File: src/rtl/decryptor_pkg.sv
// Shared AES types, key-length encoding and GF(2^8) helpers used by the
// inverse cipher and its leaf cells.
package decryptor_pkg;

  typedef logic [127:0] aes_128;

  typedef enum logic [1:0] {
    NOOP    = 2'd0,
    ENC_128 = 2'd1,
    ENC_192 = 2'd2,
    ENC_256 = 2'd3
  } mode;

  localparam logic [3:0] NR_128 = 4'd10;
  localparam logic [3:0] NR_192 = 4'd12;
  localparam logic [3:0] NR_256 = 4'd14;

  localparam logic [7:0] INV_SBOX [256] = '{
    8'h52, 8'h09, 8'h6a, 8'hd5, 8'h30, 8'h36, 8'ha5, 8'h38, 8'hbf, 8'h40, 8'ha3, 8'h9e, 8'h81, 8'hf3, 8'hd7, 8'hfb,
    8'h7c, 8'he3, 8'h39, 8'h82, 8'h9b, 8'h2f, 8'hff, 8'h87, 8'h34, 8'h8e, 8'h43, 8'h44, 8'hc4, 8'hde, 8'he9, 8'hcb,
    8'h54, 8'h7b, 8'h94, 8'h32, 8'ha6, 8'hc2, 8'h23, 8'h3d, 8'hee, 8'h4c, 8'h95, 8'h0b, 8'h42, 8'hfa, 8'hc3, 8'h4e,
    8'h08, 8'h2e, 8'ha1, 8'h66, 8'h28, 8'hd9, 8'h24, 8'hb2, 8'h76, 8'h5b, 8'ha2, 8'h49, 8'h6d, 8'h8b, 8'hd1, 8'h25,
    8'h72, 8'hf8, 8'hf6, 8'h64, 8'h86, 8'h68, 8'h98, 8'h16, 8'hd4, 8'ha4, 8'h5c, 8'hcc, 8'h5d, 8'h65, 8'hb6, 8'h92,
    8'h6c, 8'h70, 8'h48, 8'h50, 8'hfd, 8'hed, 8'hb9, 8'hda, 8'h5e, 8'h15, 8'h46, 8'h57, 8'ha7, 8'h8d, 8'h9d, 8'h84,
    8'h90, 8'hd8, 8'hab, 8'h00, 8'h8c, 8'hbc, 8'hd3, 8'h0a, 8'hf7, 8'he4, 8'h58, 8'h05, 8'hb8, 8'hb3, 8'h45, 8'h06,
    8'hd0, 8'h2c, 8'h1e, 8'h8f, 8'hca, 8'h3f, 8'h0f, 8'h02, 8'hc1, 8'haf, 8'hbd, 8'h03, 8'h01, 8'h13, 8'h8a, 8'h6b,
    8'h3a, 8'h91, 8'h11, 8'h41, 8'h4f, 8'h67, 8'hdc, 8'hea, 8'h97, 8'hf2, 8'hcf, 8'hce, 8'hf0, 8'hb4, 8'he6, 8'h73,
    8'h96, 8'hac, 8'h74, 8'h22, 8'he7, 8'had, 8'h35, 8'h85, 8'he2, 8'hf9, 8'h37, 8'he8, 8'h1c, 8'h75, 8'hdf, 8'h6e,
    8'h47, 8'hf1, 8'h1a, 8'h71, 8'h1d, 8'h29, 8'hc5, 8'h89, 8'h6f, 8'hb7, 8'h62, 8'h0e, 8'haa, 8'h18, 8'hbe, 8'h1b,
    8'hfc, 8'h56, 8'h3e, 8'h4b, 8'hc6, 8'hd2, 8'h79, 8'h20, 8'h9a, 8'hdb, 8'hc0, 8'hfe, 8'h78, 8'hcd, 8'h5a, 8'hf4,
    8'h1f, 8'hdd, 8'ha8, 8'h33, 8'h88, 8'h07, 8'hc7, 8'h31, 8'hb1, 8'h12, 8'h10, 8'h59, 8'h27, 8'h80, 8'hec, 8'h5f,
    8'h60, 8'h51, 8'h7f, 8'ha9, 8'h19, 8'hb5, 8'h4a, 8'h0d, 8'h2d, 8'he5, 8'h7a, 8'h9f, 8'h93, 8'hc9, 8'h9c, 8'hef,
    8'ha0, 8'he0, 8'h3b, 8'h4d, 8'hae, 8'h2a, 8'hf5, 8'hb0, 8'hc8, 8'heb, 8'hbb, 8'h3c, 8'h83, 8'h53, 8'h99, 8'h61,
    8'h17, 8'h2b, 8'h04, 8'h7e, 8'hba, 8'h77, 8'hd6, 8'h26, 8'he1, 8'h69, 8'h14, 8'h63, 8'h55, 8'h21, 8'h0c, 8'h7d
  };

  function automatic logic [3:0] nr_of(input mode m);
    logic [3:0] n;
    case (m)
      ENC_128: n = NR_128;
      ENC_192: n = NR_192;
      ENC_256: n = NR_256;
      default: n = 4'd0;
    endcase
    return n;
  endfunction

  function automatic logic [7:0] inv_sbox(input logic [7:0] b);
    return INV_SBOX[b];
  endfunction

  function automatic logic [7:0] xtime(input logic [7:0] b);
    return {b[6:0], 1'b0} ^ (b[7] ? 8'h1b : 8'h00);
  endfunction

  // Multiply by a 4-bit constant as a sum of repeated xtime terms.
  function automatic logic [7:0] gf_mul(input logic [7:0] a, input logic [3:0] k);
    logic [7:0] acc;
    logic [7:0] p;
    acc = 8'h00;
    p   = a;
    for (int i = 0; i < 4; i++) begin
      acc = acc ^ (k[i] ? p : 8'h00);
      p   = xtime(p);
    end
    return acc;
  endfunction

  function automatic aes_128 inv_shift_rows(input aes_128 s);
    aes_128 r;
    r = 128'h0;
    for (int c = 0; c < 4; c++) begin
      for (int w = 0; w < 4; w++) begin
        r[127 - 32*c - 8*w -: 8] = s[127 - 32*((c + 4 - w) % 4) - 8*w -: 8];
      end
    end
    return r;
  endfunction

endpackage

File: src/rtl/decryptor_if.sv
// Request/response bundle between the key store / ciphertext source and the
// inverse cipher; master is the supplier side, slave is the decryptor.
interface decryptor_if;
  import decryptor_pkg::*;

  aes_128     data_i;
  aes_128     kw_i;
  mode        mode_i;
  logic       valid_i;
  aes_128     data_o;
  logic       data_valid_o;
  logic       ready_o;
  logic [3:0] round_o;

  modport master (
    output data_i, kw_i, mode_i, valid_i,
    input  data_o, data_valid_o, ready_o, round_o
  );

  modport slave (
    input  data_i, kw_i, mode_i, valid_i,
    output data_o, data_valid_o, ready_o, round_o
  );

endinterface

File: src/rtl/bInvSbox.sv
// Inverse S-box leaf: one byte through the shared lookup table.
module bInvSbox
  import decryptor_pkg::*;
(
  input  logic [7:0] a_i,
  output logic [7:0] y_o
);

  assign y_o = inv_sbox(a_i);

endmodule

File: src/rtl/decryptor_inv_mix_col.sv
// InvMixColumns on a single 32-bit column (row0 in the top byte).
module decryptor_inv_mix_col
  import decryptor_pkg::*;
(
  input  logic [31:0] col_i,
  output logic [31:0] col_o
);

  logic [7:0] a0_s, a1_s, a2_s, a3_s;

  assign {a0_s, a1_s, a2_s, a3_s} = col_i;

  assign col_o = {
    gf_mul(a0_s, 4'he) ^ gf_mul(a1_s, 4'hb) ^ gf_mul(a2_s, 4'hd) ^ gf_mul(a3_s, 4'h9),
    gf_mul(a0_s, 4'h9) ^ gf_mul(a1_s, 4'he) ^ gf_mul(a2_s, 4'hb) ^ gf_mul(a3_s, 4'hd),
    gf_mul(a0_s, 4'hd) ^ gf_mul(a1_s, 4'h9) ^ gf_mul(a2_s, 4'he) ^ gf_mul(a3_s, 4'hb),
    gf_mul(a0_s, 4'hb) ^ gf_mul(a1_s, 4'hd) ^ gf_mul(a2_s, 4'h9) ^ gf_mul(a3_s, 4'he)
  };

endmodule

File: src/rtl/decryptor.sv
// AES inverse cipher (128/192/256-bit keys), one round per clock. Round keys
// come from an external key store: round_o names the index, kw_i returns it.
module decryptor
  import decryptor_pkg::*;
(
  input logic        clk,
  input logic        rst_n,
  decryptor_if.slave bus
);

  localparam logic [1:0] S_IDLE  = 2'd0;
  localparam logic [1:0] S_ROUND = 2'd1;
  localparam logic [1:0] S_FINAL = 2'd2;

  logic [1:0] fsm_q, fsm_d;
  aes_128     state_q, state_d;
  logic [3:0] rnd_q, rnd_d;
  mode        mode_q, mode_d;
  aes_128     data_q, data_d;
  logic       data_valid_q, data_valid_d;
  logic       ready_s;
  logic [3:0] round_s;
  aes_128     shifted_s, sub_s, ark_s, mixed_s;

  // ROUND and FINAL share the same InvShiftRows/InvSubBytes/AddRoundKey path.
  assign shifted_s = inv_shift_rows(state_q);

  for (genvar i = 0; i < 16; i++) begin : g_sbox
    bInvSbox u_sbox (.a_i(shifted_s[8*i +: 8]), .y_o(sub_s[8*i +: 8]));
  end

  assign ark_s = sub_s ^ bus.kw_i;

  for (genvar c = 0; c < 4; c++) begin : g_mix
    decryptor_inv_mix_col u_mix (.col_i(ark_s[32*c +: 32]), .col_o(mixed_s[32*c +: 32]));
  end

  // Next-state, key index and handshake decode
  always_comb begin
    fsm_d        = fsm_q;
    state_d      = state_q;
    rnd_d        = rnd_q;
    mode_d       = mode_q;
    data_d       = data_q;
    data_valid_d = 1'b0;
    ready_s      = 1'b0;
    round_s      = 4'd0;
    case (fsm_q)
      S_IDLE: begin
        ready_s = 1'b1;
        round_s = nr_of(bus.mode_i);
        if (bus.valid_i && (bus.mode_i != NOOP)) begin
          state_d = bus.data_i ^ bus.kw_i;
          mode_d  = bus.mode_i;
          rnd_d   = nr_of(bus.mode_i) - 4'd1;
          fsm_d   = S_ROUND;
        end else begin
          fsm_d   = S_IDLE;
        end
      end
      S_ROUND: begin
        round_s = rnd_q;
        state_d = mixed_s;
        rnd_d   = rnd_q - 4'd1;
        if (rnd_q == 4'd1) begin
          fsm_d = S_FINAL;
        end else begin
          fsm_d = S_ROUND;
        end
      end
      S_FINAL: begin
        round_s      = 4'd0;
        data_d       = ark_s;
        data_valid_d = 1'b1;
        fsm_d        = S_IDLE;
      end
      default: begin
        fsm_d = S_IDLE;
      end
    endcase
  end

  // State, round counter and registered result
  always_ff @(posedge clk or negedge rst_n) begin
    if (!rst_n) begin
      fsm_q        <= S_IDLE;
      state_q      <= 128'h0;
      rnd_q        <= 4'd0;
      mode_q       <= NOOP;
      data_q       <= 128'h0;
      data_valid_q <= 1'b0;
    end else begin
      fsm_q        <= fsm_d;
      state_q      <= state_d;
      rnd_q        <= rnd_d;
      mode_q       <= mode_d;
      data_q       <= data_d;
      data_valid_q <= data_valid_d;
    end
  end

  assign bus.ready_o      = ready_s;
  assign bus.round_o      = round_s;
  assign bus.data_o       = data_q;
  assign bus.data_valid_o = data_valid_q;

endmodule

File: src/flat_wrapper.sv
// flat-port wrapper written by rule: the top's interface ports become plain ports
module decryptor_flat import decryptor_pkg::*;
  (clk, rst_n, bus_data_i, bus_kw_i, bus_mode_i, bus_valid_i, bus_data_o, bus_data_valid_o, bus_ready_o, bus_round_o);
  decryptor_if bus_i ();
  input logic clk;
  input logic rst_n;
  input wire logic [$bits(bus_i.data_i)-1:0] bus_data_i;
  input wire logic [$bits(bus_i.kw_i)-1:0] bus_kw_i;
  input wire logic [$bits(bus_i.mode_i)-1:0] bus_mode_i;
  input wire logic [$bits(bus_i.valid_i)-1:0] bus_valid_i;
  output wire logic [$bits(bus_i.data_o)-1:0] bus_data_o;
  output wire logic [$bits(bus_i.data_valid_o)-1:0] bus_data_valid_o;
  output wire logic [$bits(bus_i.ready_o)-1:0] bus_ready_o;
  output wire logic [$bits(bus_i.round_o)-1:0] bus_round_o;
  assign bus_i.data_i = bus_data_i;
  assign bus_i.kw_i = bus_kw_i;
  assign bus_i.mode_i = bus_mode_i;
  assign bus_i.valid_i = bus_valid_i;
  assign bus_data_o = bus_i.data_o;
  assign bus_data_valid_o = bus_i.data_valid_o;
  assign bus_ready_o = bus_i.ready_o;
  assign bus_round_o = bus_i.round_o;
  decryptor u_core (.clk(clk), .rst_n(rst_n), .bus(bus_i));
endmodule
File: config.mk
export PLATFORM = sky130hd
export DESIGN_NAME = decryptor_flat
export DESIGN_NICKNAME = d
export VERILOG_FILES = /design/src/rtl/decryptor_pkg.sv /design/src/rtl/decryptor_if.sv /design/src/rtl/bInvSbox.sv /design/src/rtl/decryptor_inv_mix_col.sv /design/src/rtl/decryptor.sv /design/src/flat_wrapper.sv
export SDC_FILE = /design/constraint.sdc
export NUM_CORES = 2
export LEC_CHECK = 0
export CAP_MARGIN = 5
export CORE_MARGIN = 5
export CORE_UTILIZATION = 31
export DETAILED_ROUTE_END_ITERATION = 10
export PLACE_DENSITY = 0.55
export SLEW_MARGIN = 20
export SYNTH_ARGS = -nofsm -noshare
export SYNTH_HDL_FRONTEND = slang
export SYNTH_SLANG_ARGS = --single-unit
File: constraint.sdc
create_clock -name clk -period 5.2 [get_ports clk]
set_input_delay 1.04 -clock clk [delete_from_list [all_inputs] [get_ports clk]]
set_output_delay 1.04 -clock clk [all_outputs]
set_load 0.005 [all_outputs]
* Word level (Yosys, flattened, before mapping)
Memory sizes are Yosys's and may differ from the RTL's.
Index checks and enable logic that the tools add are counted.
** Storage, ports and cells
- Flip-flop bits (word level) :: 263
- Memory bits (read-only) :: 32768
- Input bits :: 261
- Output and inout port bits :: 134
- Logic and storage cells :: 370
- Memories kept :: 16
** Memories
- (name not given) :: words 256, bits a word 8, rd ports 1, clocked after Yosys merged registers in 0, wr ports 0, line decryptor_pkg.sv:49 : return INV_SBOX[b];
- (name not given) :: words 256, bits a word 8, rd ports 1, clocked after Yosys merged registers in 0, wr ports 0, line decryptor_pkg.sv:49
- (name not given) :: words 256, bits a word 8, rd ports 1, clocked after Yosys merged registers in 0, wr ports 0, line decryptor_pkg.sv:49
- (name not given) :: words 256, bits a word 8, rd ports 1, clocked after Yosys merged registers in 0, wr ports 0, line decryptor_pkg.sv:49
- (name not given) :: words 256, bits a word 8, rd ports 1, clocked after Yosys merged registers in 0, wr ports 0, line decryptor_pkg.sv:49
- (name not given) :: words 256, bits a word 8, rd ports 1, clocked after Yosys merged registers in 0, wr ports 0, line decryptor_pkg.sv:49
- +10 memories
** Operators by class
- Add/subtract/negate cells :: 2
- $lt $le $gt $ge :: 16
- Eq/ne operators :: 7
- Muxes and demuxes :: 93
- Bitwise operators :: 226
- Reductions and logical operators :: 5
** Operators by type and width (number)
- bitwise XOR 8 bit :: 173
- bitwise XOR 8 x 5 -> 8 bit :: 35
- 2-to-1 mux 8 bit :: 32
- one-hot mux 128 bit (2 select lines) :: 1
- bitwise XOR 128 bit :: 2
- 2-to-1 mux 5 bit :: 48
- >= comparator 9 bit (second input constant) :: 16
- NOT 8 -> 9 bit :: 16
- 2-to-1 mux 128 bit :: 1
- one-hot mux 4 bit (2 select lines) :: 2
- 2-to-1 mux 4 bit :: 3
- one-hot mux 4 bit (3 select lines) :: 1
- subtractor 4 x 1 -> 4 bit (second input constant) :: 2
- == test 2 bit (second input constant) :: 3
- == test 2 x 1 -> 1 bit (second input constant) :: 2
- == test 4 x 1 -> 1 bit (second input constant) :: 1
- one-hot mux 2 bit (2 select lines) :: 1
- nonzero test 2 bit :: 2
- 2-to-1 mux 1 bit :: 3
- zero test 2 bit :: 1
- 2-to-1 mux 2 bit :: 1
- != test 2 x 1 -> 1 bit (second input constant) :: 1
- AND reduction 2 bit :: 1
- logical AND 1 bit :: 1

* Longest topological paths before layout
- Depth in word-level cells :: 16
- Mapped depth :: 20
- Mapped depth without buffers :: 14

* By module
Synthesis repeated with hierarchy kept, for this count alone.
** Unflattened totals
- Cell total of the unflattened synthesis :: 10741
- Area, all modules :: 77088.9 sq um
** By module, submodules not included
- bInvSbox at u_core.g_sbox[10].u_sbox ... :: times used 10, cells each 531, area an instance 3454.6 sq um, seq. area each 0.0 sq um
- decryptor :: times used 1, cells each 1322, area an instance 13506.7 sq um, seq. area each 6581.3 sq um
- bInvSbox at u_core.g_sbox[6].u_sbox ... :: times used 4, cells each 545, area an instance 3368.2 sq um, seq. area each 0.0 sq um
- decryptor_inv_mix_col :: times used 4, cells each 209, area an instance 2244.7 sq um, seq. area each 0.0 sq um
- bInvSbox at u_core.g_sbox[0].u_sbox :: times used 1, cells each 551, area an instance 3326.9 sq um, seq. area each 0.0 sq um
- bInvSbox at u_core.g_sbox[12].u_sbox :: times used 1, cells each 542, area an instance 3258.1 sq um, seq. area each 0.0 sq um

* Least setup slack after synthesis
OpenSTA, ideal clock, no wires.
- Path type :: reg2reg
- From :: reg u_core.state_q[121]
- To :: reg u_core.state_q[125]
- Library setup time :: 133 ps
- Arrival :: 5106 ps
- Required time :: 5067 ps
- Path slack :: -39 ps
- Stages on the path, launching flop included :: 19
- Buffers on the path :: 5
- Period minus slack after synthesis :: 5239 ps
- Cell sequence :: dfrtp_1 -> clkbuf_1 -> clkbuf_1 -> clkbuf_1 -> inv_1 -> ha_1 -> clkbuf_1 -> clkbuf_1 -> xor2_1 -> mux4_2 -> mux4_2 -> mux2i_1 -> xnor2_1 -> xnor3_1 -> xor2_1 -> xnor2_1 -> xnor2_1 -> xnor2_1 -> o21ai_0
** Between the ends
- Cells in the longest elaborated chain, start to end :: 14
- Elaborated cells on any way between the ends :: 16
- Those cells by class :: mux (5); bitwise (10); memory (1)
** Ends and longest elaborated chain
- from (decl) :: line decryptor.sv:16 : aes_128 state_q, state_d;
- from (signal assigned) :: line decryptor.sv:94 : state_q <= state_d;
- NOT 8 -> 9 bit (implied by the code) * :: line decryptor_pkg.sv:49
- memory read (256 x 8 bit) *
- 2-to-1 mux 8 bit (implied by the code) * (2 in a row) :: line decryptor_pkg.sv:49
- bitwise XOR 128 bit * :: line decryptor.sv:32 : assign ark_s = sub_s ^ bus.kw_i;
- 2-to-1 mux 5 bit / bitwise XOR 8 bit (equally long branches)
- bitwise XOR 8 bit *
- bitwise XOR 8 x 5 -> 8 bit
- bitwise XOR 8 bit / bitwise XOR 8 x 5 -> 8 bit (equally long branches)
- bitwise XOR 8 bit * :: line decryptor_pkg.sv:63 : acc = acc ^ (k[i] ? p : 8'h00);
- bitwise XOR 8 bit * (3 in a row) :: line decryptor_inv_mix_col.sv:14 : gf_mul(a0_s, 4'he) ^ gf_mul(a1_s, 4'hb) ^ gf_mul(a2_s, 4'hd) ^ gf_mul(a3_s, 4'h9),
- one-hot mux 128 bit (2 select lines) * :: line decryptor.sv:48 : case (fsm_q)
Mark *: on every way between the ends. The rest lies on a longest branch, timed or not. The select of a mux whose other input is x is not followed.
A chain may end at the register's enable or synchronous reset.

* Final worst setup path
- From :: reg u_core.state_q[114]
- To :: reg u_core.state_q[67]
** Between the ends
- Cells in the longest elaborated chain, start to end :: 14
- Elaborated cells on any way between the ends :: 17
- Those cells by class :: mux (6); bitwise (10); memory (1)
** Ends and longest elaborated chain
- NOT 8 -> 9 bit (implied by the code) * :: line decryptor_pkg.sv:49
- memory read (256 x 8 bit) *
- 2-to-1 mux 8 bit (implied by the code) * (2 in a row) :: line decryptor_pkg.sv:49
- bitwise XOR 128 bit * :: line decryptor.sv:32
- bitwise XOR 8 x 5 -> 8 bit / 2-to-1 mux 5 bit (equally long branches) :: line decryptor_pkg.sv:53 : return {b[6:0], 1'b0} ^ (b[7] ? 8'h1b : 8'h00);
- 2-to-1 mux 5 bit / bitwise XOR 8 x 5 -> 8 bit (equally long branches) :: line decryptor_pkg.sv:53
- bitwise XOR 8 x 5 -> 8 bit / 2-to-1 mux 5 bit (equally long branches) :: line decryptor_pkg.sv:53
- bitwise XOR 8 bit / bitwise XOR 8 x 5 -> 8 bit (equally long branches) :: line decryptor_pkg.sv:63, decryptor_pkg.sv:53
- bitwise XOR 8 bit * :: line decryptor_pkg.sv:63
- bitwise XOR 8 bit * (3 in a row) :: line decryptor_inv_mix_col.sv:17 : gf_mul(a0_s, 4'hb) ^ gf_mul(a1_s, 4'hd) ^ gf_mul(a2_s, 4'h9) ^ gf_mul(a3_s, 4'he)
- one-hot mux 128 bit (2 select lines) * :: line decryptor.sv:48
Marks and branches as above.

==> flow_metrics.env <==
export IMPL_arrival_ps=5660
export IMPL_start_kind="flip-flop"
export IMPL_grt_pass1_wl_um=692000
export IMPL_crit_top_cell="buf_4"
export IMPL_pre_cts_ws_ps=-815
export IMPL_core_um2=249000
export IMPL_rr_endpoint="u_core.state_q[67]$_DFFE_PN0P_"
export IMPL_grt_ovfl_total=0
export IMPL_synth_main_ff_cell="dfrtp_1"
export IMPL_htree_num_levels=2
export IMPL_synth_top_family_by_area="compound AO/OA/AOI/OAI gates"
export IMPL_cts_sinks=263
export IMPL_antenna_found_initial=27
export IMPL_yosysTopAreaCellShare=0.0881
export IMPL_viasPerCell=6.75
export IMPL_slew_viol_final=0
export IMPL_die_height_um=511
export IMPL_synth_compound_area_frac=0.345
export IMPL_fin_nets=11700
export IMPL_synth_edf_count=0
export IMPL_synth_area_mux_share=0.0726
export IMPL_area_growth_pct=17.6
export IMPL_port_buffer_count=394
export IMPL_cp_end_kind="flip-flop"
export IMPL_regToRegStartpoint="u_core.state_q[114]$_DFFE_PN0P_"
export IMPL_synth_seq_cells=263
export IMPL_cts_buffers=44
export IMPL_min_period_ps=5130
export IMPL_synthTopCellsByArea="xnor2_1 8.8%, dfrtp_1 8.5%, o21ai_0 5.2%"
export IMPL_start_util=0.312
export IMPL_syn_area_per_cell_um2=7.15
export IMPL_grt_pass1_vias=93000
export IMPL_track_usage=0.346
export IMPL_cp_slowest_cell="nor2b_1"
export IMPL_synth_cells_most_frequent="1,020 x nand2_1, 803 x o21ai_0, 782 x xnor2_1, 683 x clkbuf_1, 631 x nor2_1"
export IMPL_fp_row_count=183
export IMPL_postRouteAntennaNets=0
export IMPL_path_class="reg2reg"
export IMPL_slew_headroom=0.198
export IMPL_crit_family="XOR/XNOR gates"
export IMPL_fmax_mhz=195
export IMPL_grt_max_degree=101
export IMPL_syn_nets=11400
export IMPL_critPathBufInv=3
export IMPL_detail_route_iter0_violations=17100
export IMPL_synth_area_leader_cell="xnor2_1"
export IMPL_wire_per_inst_um=33.2
export IMPL_synthAdderAreaFrac=0.0483
export IMPL_reg2reg_setup_slack_ps=70
export IMPL_drive_above_1_share=0.151
export IMPL_ios=395
export IMPL_setup_violations=0
export IMPL_status="complete, no violations"
export IMPL_wirelength_um=483000
export IMPL_drc=0
export IMPL_die_w_um=511
export IMPL_vias=98200
export IMPL_path_cells="buf_4, nor2b_1, nor3_1, o311ai_1, o21ai_0, mux4_2, xnor2_1, buf_4, xor2_1, xnor3_1, xor2_1, buf_4, xnor2_2, xnor2_1, o21ai_1"
export IMPL_worstMarginPinSlew_ps=1200
export IMPL_first_pass_iters=9
export IMPL_final_period_utilization=0.987
export IMPL_clk_pin_slew_ps=70
export IMPL_cts_tree="built"
export IMPL_startpoint="u_core.state_q[114]$_DFFE_PN0P_"
export IMPL_clock_skew_ps=31.8
export IMPL_nFillCells=26500
export IMPL_slowest_delay_ps=580
export IMPL_synth_warnings=0
export IMPL_root_buffer="clkbuf_16"
export IMPL_finalHoldViolCount=0
export IMPL_synthCells=10900
export IMPL_ys_seq_area_frac=0.0847
export IMPL_die_area_um2=261000
export IMPL_gp_congestion=1.05
export IMPL_yosys_area_share_simple=0.234
export IMPL_drv_cap=0
export IMPL_dpl_hpwl_um=367000
export IMPL_yosysMostFrequentCell="nand2_1"
export IMPL_reg2reg_depth=15
export IMPL_clkLatencyLatePin_ps=690
export IMPL_synth_area_um2=77700
export IMPL_required_ps=5730
export IMPL_cp_max_fo=39
export IMPL_hp_class="in2async"
export IMPL_synthXorXnorAreaFrac=0.137
export IMPL_clock_path_buffers=3
export IMPL_layout_setup_ws_ps=69.9
export IMPL_yosysUniqueCellTypes=105
export IMPL_synth_async_sr_flop_share=1.00
-- worst max-delay path by stage --
stage                     cells after the start                               to
after floorplan                              18  u_core.state_q[125]$_DFFE_PN0P_
after global routing                         14   u_core.state_q[34]$_DFFE_PN0P_
after detailed placement                     16  u_core.state_q[113]$_DFFE_PN0P_
after CTS                                    17  u_core.state_q[121]$_DFFE_PN0P_
after global placement                       16  u_core.state_q[113]$_DFFE_PN0P_
final                                        15   u_core.state_q[67]$_DFFE_PN0P_
-- worst reg2reg max path, delay by kind of cell, from the launching register on --
kind / cells / cell delay [ps]
AO/OA/AOI/OAI: 3 / 770
XOR/XNOR: 6 / 1650
buffers and inverters: 3 / 780
flip-flops: 1 / 560
multiplexers: 1 / 540
AND/OR/NAND/NOR: 2 / 700
-- cell type report --
| type | count | area (um^2) | share of cell area |
|---|---|---|---|
| tap | 3330 | 4170 | 0.0456 |
| inverter | 219 | 823 | 0.00900 |
| antenna | 7 | 17.5 | 0.000192 |
| clock buffer | 62 | 1270 | 0.0139 |
| clock inverter | 19 | 155 | 0.00170 |
| sequential | 263 | 6710 | 0.0733 |
| timing repair buffer | 1482 | 12900 | 0.141 |
| multi-input combinational | 9174 | 65400 | 0.715 |
-- state kept, by name, summed over array words and instances, names as in the netlist --
signal                   flops
u_core.fsm_q                 2
u_core.bus.data_valid_o      1
u_core.state_q             128
u_core.rnd_q                 4
u_core.bus.data_o          128
-- layout by cell type (no fill, tap or decap), types with 282 or more instances in the layout --
cell and instances:
xnor2_1 770, clkdlybuf4s50_1 393, buf_4 1025, a21oi_1 589, nor2_1 631, nor2b_1 347, o21ai_0 802, nand2b_1 394
nand2_1 1020, o211ai_1 303, nor3_1 296, ha_1 282
-- cell families after synthesis --
family,count (synthesis)
AOI/OAI and AO/OA,3818
xor gates and xnor gates,1084
adders and majority gates,300
buffers and inverters,1440
DFF,263
muxes,359
and+or+nand+nor,3613
-- through the flow --
| stage | utilization | TNS, ps | hold WS [ps] | instance area (um^2) | cells |
|---|---|---|---|---|---|
| floorplan | - | 0 | 470 | 77700 | 10900 |
| global placement | 0.360 | -6310 | 461 | 89800 | 14500 |
| detailed placement | 0.360 | -4800 | 463 | 89800 | 14500 |
| CTS | 0.366 | 0 | 310 | 91300 | 14500 |
| global route | 0.367 | -30.1 | 363 | 91500 | 14600 |
| finish | 0.367 | 0 | 334 | 91500 | 14600 |
-- per-layer routing --
metal  vias up  part of all wire  GRT usage
met5         -           0.00034          0
met4        24             0.072      0.193
met3      1660              0.11     0.0710
met2      7737              0.42      0.527
met1     47400              0.39      0.456
li1      41400                 -          -
-- timing repair --
| item | 4_1_cts | 5_1_grt |
|---|---|---|
| pin swaps | 0 | 2 |
| resized for setup | 17 | 31 |
| buffers inserted | 0 | 2 |
| hold buffers | 0 | 0 |
| setup endpoints to repair | 32 | 45 |
Power is not shown: default switching activity piles up to over one toggle a cycle in this logic, so the estimate is an artifact.
